==> src/rtl/tmds_pkg.sv <==
// Shared TMDS definitions: word width, control tokens, decoder FSM states
// and the 10b->8b data decode used by the receive channel.
package tmds_pkg;

  localparam int unsigned TMDS_WORDW = 10;

  localparam logic [TMDS_WORDW-1:0] CTRL_00 = 10'h354;
  localparam logic [TMDS_WORDW-1:0] CTRL_01 = 10'h0AB;
  localparam logic [TMDS_WORDW-1:0] CTRL_10 = 10'h154;
  localparam logic [TMDS_WORDW-1:0] CTRL_11 = 10'h2AB;

  typedef enum logic {
    SEARCH = 1'b0,
    LOCKED = 1'b1
  } tmds_state_e;

  // bit 9 undoes the DC-balance inversion, bit 8 selects XOR vs XNOR chaining
  function automatic logic [7:0] tmds_decode(input logic [TMDS_WORDW-1:0] w);
    logic [7:0] d;
    logic [7:0] o;
    d    = w[9] ? ~w[7:0] : w[7:0];
    o    = '0;
    o[0] = d[0];
    for (int unsigned i = 1; i < 8; i++) begin
      o[i] = w[8] ? (d[i] ^ d[i-1]) : ~(d[i] ^ d[i-1]);
    end
    return o;
  endfunction

endpackage

==> src/rtl/tmds_word_align.sv <==
// Two-word history of the deserialized stream and the 20-to-10 barrel select
// that extracts the word starting at bit offset_i (bit 0 = earliest on wire).
module tmds_word_align
  import tmds_pkg::*;
(
  input  logic                  clk_i,
  input  logic                  rst_ni,
  input  logic [TMDS_WORDW-1:0] word_i,
  input  logic [3:0]            offset_i,
  output logic [TMDS_WORDW-1:0] word_o
);

  logic [TMDS_WORDW-1:0]   word_q;
  logic [TMDS_WORDW-1:0]   prev_q;
  logic [2*TMDS_WORDW-1:0] window;

  always_ff @(posedge clk_i or negedge rst_ni) begin
    if (!rst_ni) begin
      word_q <= '0;
      prev_q <= '0;
    end else begin
      word_q <= word_i;
      prev_q <= word_q;
    end
  end

  assign window = {word_q, prev_q};
  assign word_o = window[offset_i +: TMDS_WORDW];

endmodule

==> src/rtl/tmds_decoder.sv <==
// One TMDS receive channel: self-aligns on control-token runs, then decodes
// pixels/control. Define TMDS_DEC_STATS_EN to count lock-loss events.
module tmds_decoder
  import tmds_pkg::*;
#(
  parameter int unsigned CTRL_RUN       = 16,
  parameter int unsigned SEARCH_TIMEOUT = 2048,
  parameter int unsigned LOSS_TIMEOUT   = 4096
) (
  input  logic                  clk_pix,
  input  logic                  rst_pix_n,
  input  logic [TMDS_WORDW-1:0] tmds_in,
  output logic                  de,
  output logic [1:0]            ctrl,
  output logic [7:0]            data,
  output logic                  locked,
  output logic [3:0]            align_offset,
  output logic [15:0]           lock_loss_cnt
);

  localparam int unsigned RUN_W  = $clog2(CTRL_RUN);
  localparam int unsigned TMO_W  = $clog2(SEARCH_TIMEOUT);
  localparam int unsigned LOSS_W = $clog2(LOSS_TIMEOUT);

  tmds_state_e           state_q;
  logic [3:0]            offset_q;
  logic [RUN_W-1:0]      run_q;
  logic [TMO_W-1:0]      tmo_q;
  logic [LOSS_W-1:0]     loss_q;
  logic [1:0]            flush_q;
  logic                  de_q;
  logic [1:0]            ctrl_q;
  logic [7:0]            data_q;

  logic [TMDS_WORDW-1:0] aligned;
  logic                  tok;
  logic [1:0]            tok_ctrl;
  logic                  drop;

  tmds_word_align u_align (
    .clk_i    (clk_pix),
    .rst_ni   (rst_pix_n),
    .word_i   (tmds_in),
    .offset_i (offset_q),
    .word_o   (aligned)
  );

  always_comb begin
    tok      = 1'b1;
    tok_ctrl = 2'b00;
    case (aligned)
      CTRL_00: tok_ctrl = 2'b00;
      CTRL_01: tok_ctrl = 2'b01;
      CTRL_10: tok_ctrl = 2'b10;
      CTRL_11: tok_ctrl = 2'b11;
      default: tok      = 1'b0;
    endcase
  end

  assign drop = (state_q == LOCKED) && !tok && (loss_q == LOSS_W'(LOSS_TIMEOUT - 1));

  // Counters are bounded by their thresholds, so they never wrap. Outputs
  // follow the next state: they are zero whenever locked reads 0.
  always_ff @(posedge clk_pix or negedge rst_pix_n) begin
    if (!rst_pix_n) begin
      state_q  <= SEARCH;
      offset_q <= '0;
      run_q    <= '0;
      tmo_q    <= '0;
      loss_q   <= '0;
      flush_q  <= '0;
      de_q     <= 1'b0;
      ctrl_q   <= '0;
      data_q   <= '0;
    end else begin
      case (state_q)
        SEARCH: begin
          de_q   <= 1'b0;
          ctrl_q <= '0;
          data_q <= '0;
          if (flush_q != 2'd0) begin
            flush_q <= flush_q - 2'd1;
          end else if (tok) begin
            tmo_q <= '0;
            if (run_q == RUN_W'(CTRL_RUN - 1)) begin
              state_q <= LOCKED;
              run_q   <= '0;
              loss_q  <= '0;
              ctrl_q  <= tok_ctrl;
            end else begin
              run_q <= run_q + RUN_W'(1);
            end
          end else begin
            run_q <= '0;
            if (tmo_q == TMO_W'(SEARCH_TIMEOUT - 1)) begin
              tmo_q    <= '0;
              offset_q <= (offset_q == 4'd9) ? 4'd0 : offset_q + 4'd1;
              flush_q  <= 2'd2;
            end else begin
              tmo_q <= tmo_q + TMO_W'(1);
            end
          end
        end
        LOCKED: begin
          if (tok) begin
            loss_q <= '0;
            de_q   <= 1'b0;
            ctrl_q <= tok_ctrl;
            data_q <= '0;
          end else if (drop) begin
            state_q <= SEARCH;
            loss_q  <= '0;
            run_q   <= '0;
            tmo_q   <= '0;
            de_q    <= 1'b0;
            ctrl_q  <= '0;
            data_q  <= '0;
          end else begin
            loss_q <= loss_q + LOSS_W'(1);
            de_q   <= 1'b1;
            data_q <= tmds_decode(aligned);
          end
        end
        default: state_q <= SEARCH;
      endcase
    end
  end

`ifdef TMDS_DEC_STATS_EN
  logic [15:0] loss_evt_q;

  always_ff @(posedge clk_pix or negedge rst_pix_n) begin
    if (!rst_pix_n) begin
      loss_evt_q <= '0;
    end else if (drop && (loss_evt_q != '1)) begin
      loss_evt_q <= loss_evt_q + 16'd1;
    end
  end

  assign lock_loss_cnt = loss_evt_q;
`else
  assign lock_loss_cnt = '0;
`endif

  assign de           = de_q;
  assign ctrl         = ctrl_q;
  assign data         = data_q;
  assign locked       = (state_q == LOCKED);
  assign align_offset = offset_q;

endmodule
==> config.mk <==
export PLATFORM = sky130hd
export DESIGN_NAME = tmds_decoder
export DESIGN_NICKNAME = d
export VERILOG_FILES = /design/src/rtl/tmds_pkg.sv /design/src/rtl/tmds_word_align.sv /design/src/rtl/tmds_decoder.sv
export SDC_FILE = /design/constraint.sdc
export NUM_CORES = 1
export LEC_CHECK = 0
export BUFFER_PORTS_ARGS = -buffer_cell sky130_fd_sc_hd__buf_2
export CAP_MARGIN = 20
export CORE_MARGIN = 3
export CORE_UTILIZATION = 64
export DETAILED_ROUTE_END_ITERATION = 16
export GPL_ROUTABILITY_DRIVEN = 1
export HOLD_SLACK_MARGIN = 0.02
export PLACE_DENSITY = 0.86
export SYNTH_ARGS = -nofsm -noshare
export SYNTH_HDL_FRONTEND = slang
export SYNTH_SLANG_ARGS = --single-unit
==> constraint.sdc <==
create_clock -name clk_pix -period 5.29 [get_ports clk_pix]
set_clock_uncertainty 0.1 [all_clocks]
set_input_delay 0.529 -clock clk_pix [delete_from_list [all_inputs] [get_ports clk_pix]]
set_output_delay 0.529 -clock clk_pix [all_outputs]
set_load 0.1 [all_outputs]
## Word level (Yosys, flattened, before mapping)

Cells that the tools add are included.

| operators by class | value |
|---|---|
| add/subtract/negate cells | 5 |
| multipliers | 0 |
| div/mod/pow operators | 0 |
| $lt $le $gt $ge | 0 |
| equal/unequal tests | 15 |
| shift operators | 1 |
| multiplexer cells | 49 |
| bitwise logic cells | 18 |
| reductions and logical operators | 10 |

Operators by type and width:

| operator | count |
|---|---|
| 2-to-1 mux 12 bit | 5 |
| 2-to-1 mux 11 bit | 5 |
| 2-to-1 mux 4 bit | 6 |
| 2-to-1 mux 8 bit | 3 |
| one-hot mux 12 bit (2 select lines) | 1 |
| one-hot mux 11 bit (2 select lines) | 1 |
| == test 10 bit (second input constant) | 2 |
| indexed part select 20 x 5 -> 10 bit | 1 |
| 2-to-1 mux 2 bit | 8 |
| one-hot mux 8 bit (2 select lines) | 1 |
| 2-to-1 mux 1 bit | 14 |
| adder 12 x 1 -> 12 bit (second input constant) | 1 |
| == test 12 bit (second input constant) | 1 |
| adder 11 x 1 -> 11 bit (second input constant) | 1 |
| == test 11 bit (second input constant) | 1 |
| == test 10 x 8 -> 1 bit (second input constant) | 1 |
| == test 10 x 9 -> 1 bit (second input constant) | 1 |
| inverter 1 bit | 10 |
| AND reduction 3 bit | 3 |
| adder 4 x 1 -> 4 bit (second input constant) | 2 |
| == test 4 bit (second input constant) | 2 |
| != test 2 bit (second input constant) | 4 |
| inverter 8 bit | 1 |
| one-hot mux 4 bit (2 select lines) | 1 |
| other kinds (12) | 22 |

| word-level totals | value |
|---|---|
| bits in registers | 65 |
| latch bits | 0 |
| RAM bits | 0 |
| ROM bits | 0 |
| bits of input ports | 12 |
| output and inout port bits | 32 |
| logic and storage cells | 109 |
| memories | 0 |

## Depth between registers and ports, before layout

Gate-level depths: netlist of the first run.

| logic depth | value |
|---|---|
| word-level depth | 10 |
| depth in mapped cells | 17 |
| gate-level depth less buffers | 13 |

## Modules after synthesis

A second synthesis of the first run with hierarchy kept.

| second synthesis, totals | value |
|---|---|
| cells, all modules | 370 |
| area, all modules | 4140.2 um2 |

Modules (own cells, without submodules):

| module | instances | cells each | area each (um2) | sequential area each (um2) |
|---|---|---|---|---|
| tmds_decoder | 1 | 268 | 2685.1 | 1126.1 |
| tmds_word_align | 1 | 102 | 1455.1 | 500.5 |

## Worst setup path after synthesis of the first run

No wires, ideal clock.

| timing path | value |
|---|---|
| kind | register -> register |
| start point | register offset_q[0], in the netlist align_offset[0] |
| end point | register flush_q[0] |
| library setup time | 0.125 ns |
| arrival | 3.895 ns |
| data required time | 5.065 ns |
| setup slack | 1.170 ns |
| stages on the path, launching flop included | 12 |
| path buffers | 1 |
| period minus slack after synthesis | 4.120 ns |
| cells stage by stage | dfrtp_1 > buf_2 > mux4_2 > mux4_2 > inv_1 > ha_1 > and4_1 > o221ai_1 > o211ai_1 > a21oi_2 > nor2_1 > mux2_2 |

| on the way | value |
|---|---|
| longest elaborated chain between the ends | 6 |
| elaborated cells between the ends (all ways) | 9 |
| those cells by class | eq/ne: 5; shift: 1; mux: 1; reduce/logical: 2 |

RTL lines:

| item | RTL line | source |
|---|---|---|
| start, declared | tmds_decoder.sv:26 | `logic [3:0] offset_q;` |
| start signal, assigned | tmds_decoder.sv:97 | `offset_q <= (offset_q == 4'd9) ? 4'd0 : offset_q + 4'd1;` |
| indexed part select 20 x 5 -> 10 bit (*) | tmds_word_align.sv:28 | `assign word_o = window[offset_i +: TMDS_WORDW];` |
| == test 10 bit, or another cell as far along | tmds_decoder.sv:51 | `case (aligned)` |
| OR reduction 4 bit (no line) (*) | - |  |
| 2-to-1 mux 1 bit (*) | tmds_decoder.sv:51 |  |
| != test 2 x 1 -> 1 bit (no line) (*) | - |  |
| AND reduction 3 bit (no line) (*) | - |  |
| end signal, assigned | tmds_decoder.sv:82 | `flush_q <= flush_q - 2'd1;` |
| end, declared | tmds_decoder.sv:30 | `logic [1:0] flush_q;` |

Mark *: on every way between the ends. The rest lies on a longest branch, timed or not.
A chain may end at the register's enable or synchronous reset.

## Final worst setup path of the first run

| timing path | value |
|---|---|
| start point | register offset_q[1], in the netlist align_offset[1] |
| end point | register loss_q[7] |

| on the way | value |
|---|---|
| longest elaborated chain between the ends | 10 |
| elaborated cells between the ends (all ways) | 15 |
| those cells by class | eq/ne: 5; shift: 1; mux: 4; reduce/logical: 5 |

RTL lines:

| item | RTL line | source |
|---|---|---|
| indexed part select 20 x 5 -> 10 bit (*) | tmds_word_align.sv:28 |  |
| == test 10 bit, or another cell as far along | tmds_decoder.sv:51 |  |
| OR reduction 4 bit (no line) (*) | - |  |
| 2-to-1 mux 1 bit (*) | tmds_decoder.sv:51 |  |
| zero test 1 bit | tmds_decoder.sv:60 | `assign drop = (state_q == LOCKED) && !tok && (loss_q == LOSS_W'(LOSS_TIMEOUT - 1));` |
| logical AND 1 bit (2 in series) | tmds_decoder.sv:60 |  |
| 2-to-1 mux 12 bit | tmds_decoder.sv:110 | `end else if (drop) begin` |
| 2-to-1 mux 12 bit | tmds_decoder.sv:105 | `if (tok) begin` |
| one-hot mux 12 bit (2 select lines) | tmds_decoder.sv:76 | `case (state_q)` |
| end signal, assigned | tmds_decoder.sv:119 | `loss_q <= loss_q + LOSS_W'(1);` |
| end, declared | tmds_decoder.sv:29 | `logic [LOSS_W-1:0] loss_q;` |

Marked as above.

==> results.md, run 1 <==
- The run finished with clean final reports.
- The sequential power share is 50.8%.
- After detailed routing, the number of remaining DRC violations is 0.
- The via count of the first global-routing pass was 2,919.
- The startpoint class of the critical path is a flop.
- For this block, the routed nets add up to 8.24 mm of wire.
- Setup slack on the critical path of the routed design comes to 1.03 ns.
- The CTS clock-pin slew for the worst setup and hold paths is approximately 0.070 ns.
- Among all cell types in the netlist, the one instantiated most often is sky130_fd_sc_hd__dfrtp_1.
- After synthesis, the cell types taking the most area are sky130_fd_sc_hd__dfrtp_1 40%, sky130_fd_sc_hd__mux4_2 8.4%, sky130_fd_sc_hd__mux2i_1 6.2%, sky130_fd_sc_hd__ha_1 4.0%, sky130_fd_sc_hd__buf_4 3.2%.
- Setup repair after global routing left no endpoint under its margin.
- In this run, post-CTS hold repair placed 0 buffers.
- Of all nets on the critical path, the largest fanout is 19.
- During I/O placement, the number of pins put on the boundary was 44.
- STA classifies the critical path endpoint as a flop.
- The number of hold violations in the final report is 0.
- Buffers inserted during clock tree synthesis total 9.
- After clock tree synthesis, the repair step resized 0 gates.
- The smallest clock period supported by the final layout is computed as 4.26 ns.
- The synthesized flop and latch total is between 60 and 70.
- The combined global-route utilization of all metal layers is 24.4%.
- In the routed layout, each cell is associated on average with a via count of 6.30.
- The number of levels in the clock H-tree is 3.
- The routed layout has 3,057 vias.
- Setup violations remaining at the end of the flow were counted as 0.
- The repair_antennas step left the layout with diodes totalling 0.
- The initial utilization of the core area, before any placement, comes to 67.1%.
- In this run the remaining antenna-violating nets after routing total 0.
- The upper clock frequency limit is ~230 MHz.
- The post-placement setup slack is approximately 0.93 ns.
- The instance count along the most critical hold path is 1.
- The synthesis-to-finish area growth is 6.78%.
- The final net count is 430.
- The total internal power is roughly 770 uW.
- Input and output buffers added on the ports amount to 27.
- The pin count of the biggest net entering global routing is 66.
- The die covers 7270 um2.
- The largest total area in the synthesized netlist belongs to sky130_fd_sc_hd__dfrtp_1.
- No sink is reached through more buffers than the 2 on the longest clock path.
- Summing the sequential cell areas from Yosys gives 40.4% of the chip area.
- The number of antenna violations at the first check in global routing came to 0.
- The worst-case IR drop observed on VDD is 182 uV.
- The number of sinks on the clock net is 65.
- The main flop type after synthesis is sky130_fd_sc_hd__dfrtp_1.
- The tool flagged a number of max-cap violations equal to 0.
- The path class of the tightest hold or removal check is input pin to flop.
- The worst reg2reg path depth is 13.
- The detailed-routing iteration count for the pre-antenna-repair pass is 5.
- In this run the power spent charging and discharging nets is 336 uW.
- The static leakage power is 0.00196 uW.
- The clock tree root buffer cell is sky130_fd_sc_hd__clkbuf_8.
- Ranked by instance count, the synthesized netlist is headed by 65 x sky130_fd_sc_hd__dfrtp_1, 25 x sky130_fd_sc_hd__mux2i_1, 25 x sky130_fd_sc_hd__nand2_1.
- The worst slew margin relative to its limit is 39.1%.
- After clock tree synthesis, the setup repair step added 0 buffers.
- Counting flops with a built-in enable in the synthesized netlist gives 0.
- After global routing the overflow that remains totals 0.
- The switching portion of total power is 30.4%.
- The Yosys step of the flow raised 0 warnings.
- The final-layout setup total negative slack is 0 ns.
- Data arrives at the worst endpoint at 4.42 ns.
- Combinational logic burns 15.3% of the power.
- The final count of pins violating max slew was 0.
- At the pin with the least slew margin, the transition time is 0.912 ns.
- Measured along the x axis, the die boundary spans 85.3 um.
- The later pin in the worst-skew pair is clocked with a latency of roughly 0.34 ns.
- The clock tree from TritonCTS is done.
- The number of cell rows is 28.
- Per report_power, the clock group accounts for 34.0% of the total.
- The core region is 5990 um2.
- For this block, the initial DRC count from the detailed router was ~230.
- For this run, asynchronously set or reset flops after synthesis account for 100%.
- At the worst endpoint, the required time is roughly 5.5 ns.
- The critical path start-end classification is flop to flop.
- The die height is 85.3 um.
- Of the cells placed in the final design, the portion with a size suffix greater than 1 is 19.3%.
- The share of the clock period used by the worst path is slightly above 80%.
- The wire length per cell after detailed routing is 17.0 um.
- The count of different cell masters after synthesis is 61.
- The cell area power density is 257 nW/um2.
- The global-route wire length before repair is 14.0 mm.
- The detailed-placement wirelength estimate is 5.80 mm.
- The synthesized area per cell is 10.6 um2.
- The cell count after synthesis is 380.
- The synthesized design devotes to its leading area cell type around 40% of total area.
- At the end of routability-driven placement, the weighted congestion stood at 0.948.
- Summing every instance area after synthesis gives 4020 um2.
## power by group through the flow
stage               sequential (uW)  combinational (uW)  clock, uW
CTS                             560                 169        384
global placement                568                 165          0
floorplan                       559                 150          0
detailed placement              569                 169          0
global route                    566                 185        406
finish                          561                 169        375
## per-stage QoR
stage               util [%]  hold WS (ns)  instance area, um2  power (uW)  cells
floorplan                  -         0.133                4080         709    395
global placement        68.5         0.343                4110         733    468
detailed placement      68.5         0.341                4110         739    468
CTS                     71.4         0.175                4280        1110    484
global route            71.7         0.171                4290        1160    485
finish                  71.7         0.187                4290        1110    485
## state kept, by name, indices dropped and copies added (netlist names)
signal and flops:
flush_q 2, run_q 4, data 8, loss_q 12, ctrl 2, de 1, u_align.prev_q 10, tmo_q 11
align_offset 4, u_align.word_q 10, locked 1
## metal layers
| metal | vias up | wire length, um | GRT usage, % | share of wire [%] |
|---|---|---|---|---|
| li1 | 1413 | - | - | - |
| met1 | 1471 | 3470 | 32.4 | 42 |
| met2 | 146 | 3880 | 38.4 | 47 |
| met3 | 27 | 625 | 4.56 | 7.6 |
| met4 | 0 | 268 | 12.1 | 3.3 |
| met5 | - | 0 | 0 | 0 |
## final cells by class
type                    instances  area [um2]
clock buffers                  11         141
clock inverters                 5        31.3
fillers                       417        1700
inverters                      20        75.1
multi-input cells             277        2150
flip-flops and latches         65        1630
well taps                      75        93.8
repair buffers                 32         180
## final timing paths
check	from	to	slack, ns
worst max register to register	align_offset[1]	loss_q[7]	1.03
max in group asynchronous	rst_pix_n	u_align.word_q[2]	4.31
worst min register to register	u_align.word_q[1]	u_align.prev_q[1]	0.36
min in group asynchronous	rst_pix_n	data[2]	0.22
worst max-delay path	align_offset[1]	loss_q[7]	1.03
worst min-delay path	tmds_in[8]	u_align.word_q[8]	0.19
## cell families after synthesis
group | count (synthesis) | synth area share (%)
flops | 65 | 40.4
simple gates | 115 | 14.9
xor+xnor | 12 | 2.61
mux | 47 | 17.0
compound gates | 74 | 13.3
fa+ha+maj | 13 | 4.04
buf+inv | 53 | 7.59
other cells | 1 | 0.0933
## worst max-delay path: stages (launching register included)
cell,delay [ns]
sky130_fd_sc_hd__dfrtp_1,0.76
sky130_fd_sc_hd__buf_8,0.25
sky130_fd_sc_hd__mux4_2,0.51
sky130_fd_sc_hd__and2_1,0.17
sky130_fd_sc_hd__a31oi_1,0.17
sky130_fd_sc_hd__a21oi_1,0.15
sky130_fd_sc_hd__ha_1,0.27
sky130_fd_sc_hd__and4_1,0.24
sky130_fd_sc_hd__o221ai_1,0.11
sky130_fd_sc_hd__o2111ai_1,0.25
sky130_fd_sc_hd__a21boi_2,0.57
sky130_fd_sc_hd__buf_4,0.31
sky130_fd_sc_hd__a41oi_1,0.15
sky130_fd_sc_hd__a31oi_1,0.16
## placed cells by master (no fill, tap or decap), drive strengths merged, types with 6 or more instances in the layout
cell type	n
o2bb2ai	7
nand4	6
nor2	19
o21ai	12
inv	19
xnor2	8
mux4	15
ha	13
a21oi	13
nand3	16
and2	10
a31oi	11
and3	8
dfrtp	65
clkbuf	11
mux2i	28
nand2	25
nand2b	9
buf	32
conb	16
Power figures use the tool's default switching activity.
==> inputs of run 2 (changes only) <==
ABC_AREA = 1   (was default)
CORE_UTILIZATION = 54   (was 64)
PLACE_DENSITY = 0.77   (was 0.86)
clock period = 3.8 ns   (was 5.29 ns; I/O delays follow)
==> results.md, run 2 <==
- The flow ran to the end, and the final reports show no timing, DRC or antenna violations.
- The switching portion of total power was 30.2% (-0.27 points).
- The main flop type after synthesis is sky130_fd_sc_hd__dfrtp_1.
- The final critical path time including I/O delays and setup is 3.23 ns (-1.02 ns).
- The total setup violations reported at the end of the flow is 0 (unchanged).
- The number of flops mapped to enable cells by yosys is 0 (unchanged).
- The arrival time at the worst endpoint came to 3.36 ns (-1.06 ns).
- The library cells used most frequently in the layout, excluding fill and tap cells, are 172 x sky130_fd_sc_hd__nand2_1, 84 x sky130_fd_sc_hd__nand3_1, 65 x sky130_fd_sc_hd__dfrtp_1.
- The maximum buffer depth of the clock tree is 2 (unchanged).
- The sequential area share after synthesis is 38.1% (-2.3 points).
- The upper clock frequency limit is 309 MHz (+32%).
- The count of buffers from port buffering came to 27 (unchanged).
- The cell area power density came to 400 nW/um2 (+55%).
- The detailed-placement wirelength estimate came to 7.09 mm (+22%).
- The hold-fix buffer count after cts came to 0 (unchanged).
- The via count of the first global-routing pass is 3,438 (+18%).
- The net switching power figure was 557 uW (+66%).
- The endpoint class of the critical path is a flop.
- The number of design-rule violations left by the first detailed-router iteration is 334 (+43%).
- The wire length per cell after detailed routing is 14.1 um (-17%).
- The number of sinks on the clock net came to 65 (unchanged).
- The cell area after synthesis was 4270 um2 (+6.1%).
- Setup repair after global routing left no endpoint under its margin.
- The register bank with the most flops is loss_q.
- The sequential power share is 43.0% (-7.8 points).
- The most area-hungry cell type in the Yosys netlist is sky130_fd_sc_hd__dfrtp_1.
- The number of I/O pins is 44 (unchanged).
- Grouping stages by cell kind, the critical path spends the most delay in simple AND/OR/NAND/NOR gates.
- The global-route wire length before repair is 16.2 mm (+16%).
- The pin count of the biggest net entering global routing is 35 (-47%).
- The met3 track demand over resource is 3.43% (-1.1 points).
- The worst setup slack for register-to-register paths is 0.57 ns (-0.47 ns).
- The effective utilization at floorplan is 57.3% (-9.9 points).
- The share of power burned in combinational logic is 17.8% (+2.5 points).
- The synthesized flop and latch total is 65 (unchanged).
- The overall power after layout came to 1850 uW (+67%).
- In the final layout, the registers with the most flip-flops are loss_q: 12 flops, tmo_q: 11 flops.
- The critical path is of the flop to flop type.
- The chip width is 94.9 um (+11%).
- The highest-utilization routing layer at the global route stage is met2.
- The per-cell via count in the routed design is 5.49 (-13%).
- The peak per-stage delay on the critical path came to 0.49 ns (-0.27 ns).
- The standard cell area after detailed placement is 4380 um2 (+6.6%).
- TritonCTS built the clock tree.
- The combined global-route utilization of all metal layers was 22.7% (-1.7 points).
- The clock latency on the worst-skew pair is 0.34 ns (about the same).
- The most common cell after layout, fill and taps aside is sky130_fd_sc_hd__nand2_1.
- The clock buffer count from CTS is 9 (unchanged).
- After synthesis, the cell types taking the most area are sky130_fd_sc_hd__dfrtp_1 38%, sky130_fd_sc_hd__nand2_1 15%, sky130_fd_sc_hd__nand3_1 9.9%, sky130_fd_sc_hd__inv_1 4.0%, sky130_fd_sc_hd__ha_1 3.8%.
- In this run the clock root is driven by a sky130_fd_sc_hd__clkbuf_8.
- The overall routed net length is 9.76 mm (+18%).
- The number of diodes added for antenna fixing came to 0 (unchanged).
- The classification of the worst-slack hold path is input pin to async pin.
- The area enclosed by the die boundary is 9000 um2 (+24%).
- The clock group share of total power is 39.2% (+5.2 points).
- The peak ir drop on the vdd network is 268 uV (+47%).
- The required arrival time at the worst endpoint came to 3.93 ns (-1.52 ns).
- The final core utilization is 62.1% (-9.6 points).
- The total internal power came to 1290 uW (+68%).
- The die height is 94.9 um (+11%).
- The number of cell rows is 31 (+11%).
- The share of the clock period used by the worst path is 85.1% (+4.6 points).
- The CTS clock-pin slew for the worst setup and hold paths is 0.08 ns (about the same).
- The detailed-route via count came to 3,808 (+25%).
- The sum of overflow across all layers after global routing came to 0 (unchanged).
- The met2 track demand over resource in global routing is 35.5% (-3.0 points).
- The final hold slack came to 0.0108 ns (-0.176 ns).
- The fraction of registers with async set/reset is 100% (unchanged).
- The worst slew margin relative to its limit is 48.2% (+9.1 points).
- The actual transition at the worst max-transition pin was 0.778 ns (-0.134 ns).
- The number of maximum-capacitance violations is 0 (unchanged).
- The portion of synthesized cell area occupied by the leading cell type came to 38.1% (-2.3 points).
- The core footprint came to 7450 um2 (+24%).
- The critical path goes through inv_1 > nand3_1 > nand3_1 > nand2_2 > nand2_1 > a21boi_0 > ha_1 > nand2_1 > nor2_1 > nand2_8 > nand2_4 > inv_2 > nand3_2 > inv_1 > nand2_1 > nand2_1.
- The largest fanout on the critical path is 23 (+4).
- The met1 layer usage reported by global route is 32.5% (+0.10 points).
- The count of different cell masters after synthesis is 39 (-36%).
- The synthesized area per cell is 7.54 um2 (-29%).
- The total setup buffers inserted after CTS is 0 (unchanged).
- The final count of pins violating max slew came to 0 (unchanged).
- The startpoint class of the critical path is a flop.
- The routability congestion estimate came to 0.891 (-6.0%).
- The residual DRC count was 0 (unchanged).
- The final-layout setup total negative slack is 0 ns (unchanged).
- The warning count from the yosys run was 0 (unchanged).
- Among the stages of the critical path, the cell type that occurs most often is sky130_fd_sc_hd__nand2_1.
- The static leakage power is 0.00240 uW (+22%).
- The number of hold violations in the final report came to 0 (unchanged).
- The critical path buffer and inverter count came to 3 (+1).
- The number of flip-flops under the largest register name is 12 (unchanged).
- The area growth from synthesis to layout is 8.36%.
- The design area is 4620 um2 (+7.6%).
- The number of antenna violations at the first check in global routing is 0 (unchanged).
- sky130_fd_sc_hd__nand2_1 is the most common cell in the netlist.
- The remaining number of nets flagged by the antenna check after routing was 0 (unchanged).
- The cell count after synthesis came to 566 (+49%).
- The detailed-routing iteration count for the pre-antenna-repair pass came to 5 (unchanged).
- The number of instances resized during post-cts repair is 0 (unchanged).
- The share of post-route cells with drive strength above 1 was 12.9% (-6.3 points).
- The final net count is 615 (+43%).
- The master of the slowest instance on the critical path is sky130_fd_sc_hd__inv_1.
- The number of levels in the clock H-tree is 3 (unchanged).
- Counting instances in the post-synthesis netlist gives the leading cell types as 172 x sky130_fd_sc_hd__nand2_1, 84 x sky130_fd_sc_hd__nand3_1, 65 x sky130_fd_sc_hd__dfrtp_1.
-- run 2: per-layer routing --
layer | share of wire [%] | routed length, um
met3 | 5.0 | 492
met5 | 0 | 0
met2 | 45 | 4420
met1 | 49 | 4730
met4 | 1.1 | 106
-- run 2: worst register-to-register path, stage by stage, from the launching register on --
cell	delay [ns]
sky130_fd_sc_hd__dfrtp_1	0.38
sky130_fd_sc_hd__inv_1	0.49
sky130_fd_sc_hd__nand3_1	0.21
sky130_fd_sc_hd__nand3_1	0.13
sky130_fd_sc_hd__nand2_2	0.09
sky130_fd_sc_hd__nand2_1	0.09
sky130_fd_sc_hd__a21boi_0	0.28
sky130_fd_sc_hd__ha_1	0.20
sky130_fd_sc_hd__nand2_1	0.05
sky130_fd_sc_hd__nor2_1	0.32
sky130_fd_sc_hd__nand2_8	0.11
sky130_fd_sc_hd__nand2_4	0.18
sky130_fd_sc_hd__inv_2	0.16
sky130_fd_sc_hd__nand3_2	0.15
sky130_fd_sc_hd__inv_1	0.09
sky130_fd_sc_hd__nand2_1	0.06
sky130_fd_sc_hd__nand2_1	0.06
-- run 2: path summary, 6_finish.rpt --
path	start	end	depth (start not counted)
max	align_offset[1]	align_offset[0]	16
max in group asynchronous	rst_pix_n	align_offset[2]	2
min	rst_pix_n	data[7]	1
max reg2reg	align_offset[1]	align_offset[0]	16
min reg2reg	u_align.word_q[7]	u_align.prev_q[7]	0
min in group clk_pix	tmds_in[8]	u_align.word_q[8]	1
-- run 2: metrics by stage --
step	instances	worst slack, ns
after floorplan	581	0.645
after global placement	678	0.698
after detailed placement	678	0.621
after CTS	694	0.608
after global routing	694	0.271
final	694	0.567
-- run 2: cell type report --
| type | count | area, um2 |
|---|---|---|
| inverter | 52 | 196 |
| multi-input combinational | 428 | 2240 |
| clock inverter | 6 | 115 |
| tap | 99 | 124 |
| clock buffer | 10 | 128 |
| fill | 652 | 2830 |
| timing repair buffer | 34 | 188 |
| sequential | 65 | 1630 |
-- run 2: power groups by stage --
| stage | clock [uW] | combinational (uW) | sequential [uW] |
|---|---|---|---|
| 2_1_floorplan | 0 | 286 | 792 |
| 3_3_place_gp | 0 | 321 | 804 |
| 3_5_place_dp | 0 | 327 | 806 |
| 4_1_cts | 733 | 327 | 793 |
| 5_1_grt | 765 | 376 | 801 |
| 6_report | 724 | 328 | 795 |
-- run 2: cell families (layout without fill, tap and decap cells) --
| family | count (synthesis) | count (layout) | synth area share, % |
|---|---|---|---|
| other | 1 | 16 | 0.0879 |
| adders and majority gates | 13 | 13 | 3.81 |
| buffers and inverters | 88 | 102 | 10.6 |
| xor gates and xnor gates | 18 | 18 | 3.70 |
| AOI/OAI and AO/OA | 44 | 44 | 5.78 |
| DFF | 65 | 65 | 38.1 |
| and+or+nand+nor | 337 | 337 | 37.9 |
